### src/rtl/seq_alu.sv
// Multi-cycle ALU: single-cycle arithmetic/logic ops plus iterative unsigned
// multiply (shift-add) and divide (restoring) behind a valid/ready handshake.
module seq_alu #(
   parameter int unsigned WIDTH = 32
) (
   input  logic             clk,
   input  logic             rst_n,
   input  logic             in_valid,
   output logic             in_ready,
   input  logic [3:0]       AluOp,
   input  logic [WIDTH-1:0] A,
   input  logic [WIDTH-1:0] B,
   output logic             out_valid,
   input  logic             out_ready,
   output logic [WIDTH-1:0] Result,
   output logic             Zero
);

   localparam int unsigned CNT_W = $clog2(WIDTH + 1);

   localparam logic [3:0] OP_ADD  = 4'b0000;
   localparam logic [3:0] OP_SUB  = 4'b0010;
   localparam logic [3:0] OP_SLT  = 4'b1010;
   localparam logic [3:0] OP_AND  = 4'b0100;
   localparam logic [3:0] OP_OR   = 4'b0101;
   localparam logic [3:0] OP_XOR  = 4'b0110;
   localparam logic [3:0] OP_NOR  = 4'b0111;
   localparam logic [3:0] OP_MULL = 4'b1000;
   localparam logic [3:0] OP_MULH = 4'b1001;
   localparam logic [3:0] OP_DIVU = 4'b1100;
   localparam logic [3:0] OP_REMU = 4'b1101;

   typedef enum logic [1:0] {
      S_IDLE = 2'd0,
      S_BUSY = 2'd1,
      S_DONE = 2'd2
   } state_e;

   state_e           state_q;
   logic             in_ready_q;
   logic             out_valid_q;
   logic [WIDTH-1:0] result_q;
   logic             zero_q;
   logic [CNT_W-1:0] cnt_q;
   logic             is_div_q;
   logic             sel_hi_q;
   logic [WIDTH-1:0] opd_q;
   logic [WIDTH-1:0] hi_q;
   logic [WIDTH-1:0] lo_q;

   logic [WIDTH-1:0] diff_c;
   logic             ovf_c;
   logic             slt_c;
   logic [WIDTH-1:0] sc_res_c;
   logic             is_iter_c;

   logic [WIDTH:0]   mul_sum_c;
   logic [WIDTH:0]   rem_sh_c;
   logic [WIDTH-1:0] trial_c;
   logic             ge_c;
   logic [WIDTH-1:0] hi_d;
   logic [WIDTH-1:0] lo_d;
   logic [WIDTH-1:0] fin_d;

   // Single-cycle ops; slt uses sign of A-B corrected by signed overflow
   always_comb begin
      diff_c    = A - B;
      ovf_c     = (A[WIDTH-1] ^ B[WIDTH-1]) & (diff_c[WIDTH-1] ^ A[WIDTH-1]);
      slt_c     = diff_c[WIDTH-1] ^ ovf_c;
      is_iter_c = AluOp inside {OP_MULL, OP_MULH, OP_DIVU, OP_REMU};
      sc_res_c  = '0;
      case (AluOp)
         OP_ADD:  sc_res_c = A + B;
         OP_SUB:  sc_res_c = diff_c;
         OP_SLT:  sc_res_c = WIDTH'(slt_c);
         OP_AND:  sc_res_c = A & B;
         OP_OR:   sc_res_c = A | B;
         OP_XOR:  sc_res_c = A ^ B;
         OP_NOR:  sc_res_c = ~(A | B);
         default: sc_res_c = '0;
      endcase
   end

   // One iteration: {hi,lo} is the product accumulator or the {remainder,quotient} pair
   always_comb begin
      mul_sum_c = {1'b0, hi_q} + {1'b0, opd_q};
      rem_sh_c  = {hi_q, lo_q[WIDTH-1]};
      ge_c      = rem_sh_c >= {1'b0, opd_q};
      trial_c   = rem_sh_c[WIDTH-1:0] - opd_q;
      if (is_div_q) begin
         hi_d = ge_c ? trial_c : rem_sh_c[WIDTH-1:0];
         lo_d = {lo_q[WIDTH-2:0], ge_c};
      end else if (lo_q[0]) begin
         hi_d = mul_sum_c[WIDTH:1];
         lo_d = {mul_sum_c[0], lo_q[WIDTH-1:1]};
      end else begin
         hi_d = {1'b0, hi_q[WIDTH-1:1]};
         lo_d = {hi_q[0], lo_q[WIDTH-1:1]};
      end
      fin_d = sel_hi_q ? hi_d : lo_d;
   end

   always_ff @(posedge clk or negedge rst_n) begin
      if (!rst_n) begin
         state_q     <= S_IDLE;
         in_ready_q  <= 1'b1;
         out_valid_q <= 1'b0;
         result_q    <= '0;
         zero_q      <= 1'b1;
         cnt_q       <= '0;
         is_div_q    <= 1'b0;
         sel_hi_q    <= 1'b0;
         opd_q       <= '0;
         hi_q        <= '0;
         lo_q        <= '0;
      end else begin
         case (state_q)
            S_IDLE: begin
               if (in_valid) begin
                  in_ready_q <= 1'b0;
                  if (is_iter_c) begin
                     is_div_q <= AluOp[2];
                     sel_hi_q <= AluOp[0];
                     opd_q    <= AluOp[2] ? B : A;
                     lo_q     <= AluOp[2] ? A : B;
                     hi_q     <= '0;
                     cnt_q    <= CNT_W'(WIDTH);
                     state_q  <= S_BUSY;
                  end else begin
                     result_q    <= sc_res_c;
                     zero_q      <= (sc_res_c == '0);
                     out_valid_q <= 1'b1;
                     state_q     <= S_DONE;
                  end
               end
            end
            S_BUSY: begin
               hi_q  <= hi_d;
               lo_q  <= lo_d;
               cnt_q <= cnt_q - CNT_W'(1);
               if (cnt_q == CNT_W'(1)) begin
                  result_q    <= fin_d;
                  zero_q      <= (fin_d == '0);
                  out_valid_q <= 1'b1;
                  state_q     <= S_DONE;
               end
            end
            S_DONE: begin
               if (out_ready) begin
                  out_valid_q <= 1'b0;
                  in_ready_q  <= 1'b1;
                  state_q     <= S_IDLE;
               end
            end
            default: begin
               state_q     <= S_IDLE;
               in_ready_q  <= 1'b1;
               out_valid_q <= 1'b0;
            end
         endcase
      end
   end

   assign in_ready  = in_ready_q;
   assign out_valid = out_valid_q;
   assign Result    = result_q;
   assign Zero      = zero_q;

endmodule

### config.mk
export PLATFORM = sky130hd
export DESIGN_NAME = seq_alu
export DESIGN_NICKNAME = d
export VERILOG_FILES = /design/src/rtl/seq_alu.sv
export SDC_FILE = /design/constraint.sdc
export NUM_CORES = 1
export LEC_CHECK = 0
export ABC_AREA = 1
export ABC_CLOCK_PERIOD_IN_PS = 7650
export CAP_MARGIN = 20
export CORE_MARGIN = 2
export CORE_UTILIZATION = 30
export DETAILED_ROUTE_END_ITERATION = 10
export PLACE_DENSITY = 0.54
export SETUP_SLACK_MARGIN = 0.02
export SYNTH_ARGS = -nofsm -noshare
export SYNTH_HDL_FRONTEND = slang
export SYNTH_SLANG_ARGS = --single-unit
### constraint.sdc
create_clock -name clk -period 7.65 [get_ports clk]
set_input_delay 1.53 -clock clk [delete_from_list [all_inputs] [get_ports clk]]
set_output_delay 1.53 -clock clk [all_outputs]
set_load 0.03 [all_outputs]
==> flow_summary.toml, run 1 <==
[clock_tree]
clock_sinks = 141
ctsResizeCount = 0
root_buffer = "clkbuf_16"
cts_tree = "done"
post-cts-setup-buffers = 0
clkTransAtPathRegs_ns = 0.06
numCtsBuffers = 17
hold_buffers = 0
clock_latency_ns = 0.45
cts_max_level = 4
cts_max_path_buffers = 2

[floorplan]
start_util_pct = 30.4
rows = 93
die_area_um2 = 67500
die_y_um = 260
fp.dieW_um = 260
core_um2 = 64600
io_pins = 107

[layout]
antenna_cells = 0
stdcell_area_um2 = 22000
nets = 3731
area_growth_pct = 12.2
fin_util_pct = 34.1
drive_gt1_share_pct = 2.75

[logic_synthesis]
yosys.area.top_type = "nand2_1"
synth_cell_types = 51
synth-seq-cells = 141
ys.flop_type = "dfrtp_1"
yosysWarningCount = 0
synthCells = 3468
yosysMostFrequentCell = "nand2_1"
synth_area_leaders = "nand2_1 (21%), dfrtp_1 (18%), ha_1 (11%)"
syn-num-nets = 3716
async_flop_share_pct = 100
synth_common_cells = "nand2_1 (1095), inv_1 (560), nand3_1 (343)"
synth_top_area_share_pct = 21.0
synth_enable_flop_cells = 0
yosysSeqAreaShare_pct = 18.0
synth.cell_area_um2 = 19600
syn_avg_cell_area_um2 = 5.66

[route]
vias = 22817
drc_errors = 0
drt_pass1_iterations = 6
drtIter0Drc = 2029
routed_via_density = 5.24
wl_um = 89600
wl_per_cell_um = 20.6
final_antenna_net_count = 0

[global_routing]
gr-total-overflow = 0
track_usage_pct = 26.3
grt_pass1_wl_um = 134000
grt_pass1_vias = 21811
grt_max_degree = 80
antenna_found_initial = 3

[placement]
dp_slack_ns = 1.74
dpl_cell_area_um2 = 21400
gp_congestion = 1.00
portBuffers = 106
hpwl_um = 72200

[timing]
hold_viol = 0
fin_skew_ns = 0.0131
fin_crit_ns = 5.39
finalCritPeriodShare_pct = 70.5
fin_ws_ns = 2.26
fin_tns_setup_ns = 0
max_slew_margin_pct = 36.2
worstMarginPinSlew_ns = 0.957
max_freq_mhz = 185
drv_slew = 0
rsz0062_at_grt = "no"
setup_viol = 0

[critical_path]
worst_setup_path_start_kind = "primary input"
critical_path_class = "primary input to flop"
end_kind = "flop"
required_ns = 8.03
crit_arrival_ns = 5.77
crit_fanout = 8

[pwr]
irDropWorstVdd_mv = 0.164
p_per_area_nw_per_um2 = 361
power_mw = 7.95
leakagePower_nw = 11.5

[min_path]
min_path_type = "flop to flop"

[flow_run]
max_cap_viol_count = 0

[outcome]
status = "finished, final reports clean"
[logic make-up (layout without fill, tap and decap cells)]
group | Yosys count | in the layout | share of synthesized area [%]
buffers and inverters | 695 | 723 | 13.5
XOR/XNOR | 18 | 18 | 0.804
flip-flops | 141 | 141 | 18.0
AO/OA/AOI/OAI | 589 | 589 | 16.8
adder cells (fa/ha/maj) | 176 | 176 | 11.4
AND/OR/NAND/NOR | 1849 | 1849 | 39.5
[final timing paths]
kind | startpoint | to | slack (ns) | cells past startpoint
setup / recovery | A[9] | Zero | 2.26 | 25
hold / removal | Result[23] | Result[23] | 0.49 | 2
setup reg to reg | state_q[0] | Result[9] | 3.63 | 11
hold reg to reg | Result[23] | Result[23] | 0.49 | 2
max in group asynchronous | rst_n | opd_q[4] | 5.09 | 2
min in group asynchronous | rst_n | opd_q[30] | 1.09 | 1
[layout make-up]
cell class                 instances  area [um^2]
clock inverter                     9          133
tap                              855         1070
sequential                       141         3530
clock buffer                      23          488
timing repair buffer             126         1210
inverter                         565         2120
multi-input combinational       2632        13500
fill                            7326        42600
[stage by stage]
step / cells / hold slack, ns
after detailed placement: 4319 / 0.474
after floorplan: 3468 / 0.460
after global routing: 4351 / 0.505
final: 4351 / 0.485
after CTS: 4351 / 0.487
after global placement: 4319 / 0.466
[critical path, cell delays in order]
cell	delay, ns
clkdlybuf4s50_1	0.60
inv_1	0.09
ha_1	0.42
nor2_1	0.20
inv_1	0.07
nor2_1	0.16
inv_1	0.11
nor2_1	0.13
nand2_1	0.09
nand2_1	0.20
nand2_1	0.10
nand2_1	0.11
a221oi_1	0.13
fa_1	0.41
nand4_1	0.11
nand3_1	0.09
nor2_1	0.14
nand2_1	0.07
nor3_1	0.17
nand3_1	0.09
nor3_1	0.31
nand4_1	0.14
nand2_1	0.09
inv_1	0.05
a21oi_1	0.14
[sequential cells by signal, summed over array words and instances (netlist names)]
register	flops
is_div_q	1
cnt_q	6
lo_q	32
in_ready	1
out_valid	1
Result	32
state_q	2
Zero	1
opd_q	32
sel_hi_q	1
hi_q	32
[where the power goes]
group	total, mW	internal (mW)	switching [mW]	leakage, nW
clock network	0.900	0.548	0.352	0.300
registers	1.43	1.07	0.358	1.79
logic	5.62	1.72	3.90	9.45
[metal layers]
metal  GRT usage [%]  vias up  share of wire (%)
li1                -    11216                  -
met1            33.6    10578                 43
met2            44.6      842                 47
met3            1.90      181                5.2
met4            13.5        0                5.6
met5               0        -                  0
[placed cells by master (no fill, tap or decap), types with 6 or more instances in the layout]
cell type        instances
clkdlybuf4s50_1        104
a211oi_1                 7
clkbuf_16               17
xor2_1                  12
o211ai_1                55
or2_2                   12
and2_1                  11
ha_1                   171
nand4_1                 69
dfrtp_1                138
nand3_1                342
buf_4                   21
xnor2_1                  6
o21ai_0                272
nor3_1                  26
inv_2                    6
a21oi_1                178
nand2_1               1095
a221oi_1                13
nor2_1                 262
o21bai_1                14
o22ai_1                 22
nand3b_1                 6
inv_1                  557
(Power assumes the default switching activity.)
==> run 2, diff against run 1 <==
Settings changed: ABC_CLOCK_PERIOD_IN_PS 7650 to 5240.
Clock period 7.65 ns to 5.24 ns, I/O delays scaled along.
==> run 2 against run 1 <==
Worst hold slack is essentially flat. Critical path type unchanged. Sequential share of layout area fell by 0.34 points. Sequential power rose by 45%. Via count up 0.74%. Die area is the same. Setup slack got worse by 1.7 ns. Critical path depth shrank 2. Largest power group unchanged. Final cell count increased by 1.4%. Combinational power is 47% higher. Core utilization rose by 0.74 points. Count of clock-buffer cells in the layout is 2 lower. Highest routed layer unchanged. Flip-flop and latch count unchanged.
==> flow_summary.toml, run 2 (synthesis gave the netlist of run 1 again) <==
[global_routing]
grt_util_met3_pct = 2.36
top_usage_layer = "met2"
grt_pass1_vias = 22085
track_usage_pct = 26.2
antenna_found_initial = 2
grt_pass1_wl_um = 133000
grt_max_degree = 82
met2_usage_pct = 44.2
gr-total-overflow = 0
use_met1_pct = 33.1

[route]
final_antenna_net_count = 0
drtIter0Drc = 2080
vias = 22986
wl_um = 89200
drc_errors = 0
routed_via_density = 5.21
wl_per_cell_um = 20.2
drt_pass1_iterations = 7

[clock_tree]
hold_buffers = 0
cts_tree = "done"
clkTransAtPathRegs_ns = 0.06
ctsResizeCount = 0
cts_max_level = 4
clock_sinks = 141
root_buffer = "clkbuf_16"
post-cts-setup-buffers = 0
cts_max_path_buffers = 2
numCtsBuffers = 17
clock_latency_ns = 0.45

[floorplan]
die_y_um = 260
core_um2 = 64600
rows = 93
fp.dieW_um = 260
start_util_pct = 30.4
die_area_um2 = 67500
io_pins = 107

[placement]
hpwl_um = 73500
dpl_cell_area_um2 = 21900
portBuffers = 106
gp_congestion = 1.06

[critical_path]
worst_setup_path_start_kind = "primary input"
required_ns = 5.61
crit_fanout = 7
r2r_cells = 19
end_kind = "flop"
critical_path_class = "primary input to flop"
crit_arrival_ns = 5.01

[timing]
fin_skew_ns = 0.00891
fin_crit_ns = 4.64
drv_slew = 0
max_slew_margin_pct = 42.2
hold_ws_ns = 0.485
max_freq_mhz = 215
fin_tns_setup_ns = 0
hold_viol = 0
setup_viol = 0
finalCritPeriodShare_pct = 88.6
worstMarginPinSlew_ns = 0.866
rsz0062_at_grt = "no"

[pwr]
p_per_area_nw_per_um2 = 519
power_mw = 11.7
leakagePower_nw = 11.8
irDropWorstVdd_mv = 0.292

[layout]
final_common_cell = "nand2_1"
drive_gt1_share_pct = 4.36
area_growth_pct = 14.6
final_cell_mix = "nand2_1 (1095), inv_1 (557), nand3_1 (343)"
antenna_cells = 0
stdcell_area_um2 = 22500
fin_util_pct = 34.8
nets = 3792

[min_path]
min_path_type = "flop to flop"
whs_path_depth = 2

[outcome]
status = "finished, final reports clean"

[flow_run]
max_cap_viol_count = 0
==> run 2: cell types whose count changed in the layout (fill, tap and decap cells not counted), sizes merged <==
| cell | before | now |
|---|---|---|
| clkbuf | 23 | 21 |
| buf | 22 | 83 |
| bufinv | 3 | 4 |
==> run 2: through the flow <==
stage	setup WS [ns]	std cells
floorplan	1.33	3468
global placement	0.228	4380
detailed placement	0.200	4380
CTS	0.688	4411
global route	0.244	4411
finish	0.597	4411
==> run 2: final cells by class <==
type | instances | area, um^2
fillers | 7334 | 42100
multi-input cells | 2632 | 13400
flip-flops and latches | 141 | 3530
inverters | 565 | 2120
repair buffers | 187 | 1690
well taps | 855 | 1070
clock buffers | 21 | 460
clock inverters | 10 | 163
==> run 2: where the power goes <==
group	switching [mW]	leakage, nW	internal [mW]
combinational	5.70	9.75	2.56
sequential	0.524	1.79	1.56
clock	0.504	0.300	0.819
total	6.73	11.8	4.94
==> run 2: worst paths after layout <==
check | endpoint | start | slack, ns
setup / recovery | Zero | A[16] | 0.60
hold / removal | Result[30] | Result[30] | 0.49
setup reg to reg | Zero | opd_q[28] | 1.37
hold reg to reg | Result[30] | Result[30] | 0.49
max in group asynchronous | Result[0] | rst_n | 3.55
min in group asynchronous | Result[28] | rst_n | 0.61
==> run 2: layer usage <==
metal / vias to the layer above / routed length, um
met2: 776 / 41000
met3: 180 / 4690
li1: 11321 / -
met5: - / 0
met1: 10709 / 38200
met4: 0 / 5240
==> run 2: critical path, stage by stage <==
cell and delay, ns:
clkdlybuf4s50_1 0.53, inv_1 0.09, ha_1 0.39, nor2_1 0.17, inv_1 0.06, o21ai_0 0.47
nand2_1 0.10, nand2_1 0.09, a21oi_1 0.08, nand2_1 0.10, a221oi_1 0.13, fa_1 0.42
nand4_1 0.10, nand3_1 0.09, nor2_1 0.13, nand2_1 0.07, nor3_1 0.17, nand3_1 0.10
nor3_1 0.27, nand4_1 0.12, nand2_1 0.08, inv_1 0.05, a21oi_1 0.15
==> run 3, diff against run 2 <==
Settings changed: CTS_BUF_LIST set to sky130_fd_sc_hd__clkbuf_8 sky130_fd_sc_hd__clkbuf_16, PLACE_DENSITY 0.54 to 0.48.
==> run 3 against run 2 <==
Core utilization up 0.16 points. Fmax is 4.1% lower. Critical path type unchanged. Sequential share of layout area fell by 0.074 points. Highest routed layer is now met5. Critical endpoint unchanged. Via count decreased by 0.57%. Die area did not move.
==> flow_summary.toml, run 3 (synthesis gave the netlist of run 1 again) <==
[global_routing]
grt_max_degree = 86
antenna_found_initial = 5
track_usage_pct = 27.1
grt_pass1_vias = 22073
grt_pass1_wl_um = 137000
gr-total-overflow = 0

[floorplan]
die_area_um2 = 67500
start_util_pct = 30.4
fp.dieW_um = 260
die_y_um = 260
core_um2 = 64600
rows = 93
io_pins = 107

[clock_tree]
clock_latency_ns = 0.44
cts_max_level = 4
cts_max_path_buffers = 2
hold_buffers = 0
root_buffer = "clkbuf_16"
cts_tree = "done"
clkTransAtPathRegs_ns = 0.06
clock_sinks = 141
numCtsBuffers = 17

[route]
wl_met3_um = 4420
final_antenna_net_count = 0
wl_met2_um = 42700
drt_pass1_iterations = 5
wl_met1_um = 40400
drc_errors = 0
routed_via_density = 5.17
wl_per_cell_um = 20.9
drtIter0Drc = 1803
wl_um = 92200
vias = 22856
dr.max_layer_used = "met5"

[placement]
dp_slack_ns = -0.00485
dpl_cell_area_um2 = 21900
gp_congestion = 1.04
portBuffers = 106
hpwl_um = 76100

[critical_path]
crit_top_cell = "nand2_1"
crit_fanout = 5
crit_arrival_ns = 5.21
crit_path_cell_trace = "clkdlybuf4s50_1, inv_1, ha_1, nor2_1, nand4_1, nand3b_1, nand2_1, nand2_1, nand2_1, nand2_1, a221oi_1, fa_1, nand4_1, nand3_1, nor2_1, nand2_1, nor3_1, nand3_1, nor3_1, nand4_1, nand2_1, inv_1, a21oi_1"
end_kind = "flop"
worst_setup_path_start_kind = "primary input"
slowest_stage = "clkdlybuf4s50_1"
required_ns = 5.61
critical_path_class = "primary input to flop"
cp_slowest_stage_delay_ns = 0.55
path_buf_inv = 3
crit_family = "simple AND/OR/NAND/NOR gates"

[timing]
max_slew_margin_pct = 38.4
rsz0062_at_grt = "no"
fin_skew_ns = 0.0105
hold_ws_ns = 0.480
fin_tns_setup_ns = 0
fin_crit_ns = 4.84
fin_ws_ns = 0.396
max_freq_mhz = 206
setup_viol = 0
drv_slew = 0
hold_viol = 0
worstMarginPinSlew_ns = 0.923
finalCritPeriodShare_pct = 92.4

[layout]
drive_gt1_share_pct = 4.57
antenna_cells = 0
final_common_cell = "nand2_1"
area_growth_pct = 15.2
nets = 3801
stdcell_area_um2 = 22600
final_cell_mix = "nand2_1 (1095), inv_1 (561), nand3_1 (343)"

[outcome]
status = "finished, final reports clean"

[flow_run]
max_cap_viol_count = 0

[pwr]
p_per_area_nw_per_um2 = 522
irDropWorstVdd_mv = 0.284
leakagePower_nw = 11.9

[min_path]
min_path_type = "flop to flop"
run 3: cell types whose count changed in the layout (fill, tap and decap cells not counted), moves of 2 or more:
cell	previous run	this run
clkbuf_1	2	0
clkinvlp_4	2	0
buf_4	80	88
inv_1	557	561
run 3: stage by stage:
step | util, % | power (mW) | instances
after floorplan | - | 7.53 | 3468
after global placement | 34.0 | 10.4 | 4389
after detailed placement | 34.0 | 10.3 | 4389
after CTS | 35.0 | 11.8 | 4421
after global routing | 35.0 | 12.9 | 4421
final | 35.0 | 11.8 | 4421
run 3: layer usage:
metal | GRT usage, % | up-vias
li1 | - | 11345
met1 | 35.0 | 10607
met2 | 46.2 | 727
met3 | 2.10 | 175
met4 | 12.1 | 2
met5 | 0 | -
run 3: worst paths after layout:
path                            from  slack (ns)  depth (start not counted)         to
hold reg to reg            Result[1]        0.48                          2  Result[1]
setup / recovery                B[3]        0.40                         23       Zero
min in group asynchronous      rst_n        0.67                          1   hi_q[27]
max in group asynchronous      rst_n        3.61                          2  Result[5]
setup reg to reg           opd_q[26]        1.53                         19       Zero
hold / removal             Result[1]        0.48                          2  Result[1]
run 3: final cells by class:
cell class                      instances  area, um^2
Clock buffer                           19         453
Clock inverter                         13         196
Fill cell                            7363       42000
Inverter                              565        2120
Multi-Input combinational cell       2632       13400
Sequential cell                       141        3530
Tap cell                              855        1070
Timing Repair Buffer                  196        1770
run 3: power by group:
part	switching (mW)	internal (mW)	total, mW
Combinational	5.76	2.57	8.33
Clock	0.511	0.865	1.38
Sequential	0.525	1.56	2.08
run 3: what timing repair did:
item,CTS,global route
endpoints found under the hold margin,0,0
buffers inserted,0,0
resized for setup,0,1
endpoints found under the setup margin,0,1
run 3: worst register-to-register path, stage by stage, from the launching register on:
cell,delay (ns)
dfrtp_1,0.39
inv_1,0.09
ha_1,0.42
nand2_1,0.15
nor2_1,0.15
nand4_1,0.19
nor3_2,0.22
nand2_4,0.29
nand2_4,0.46
nor2_1,0.10
buf_4,0.21
nand2_1,0.07
nand3_1,0.15
nand2_1,0.12
nand2_1,0.08
nor2_1,0.10
nand2_1,0.11
nor2_1,0.12
nand3_1,0.08
a21oi_1,0.13
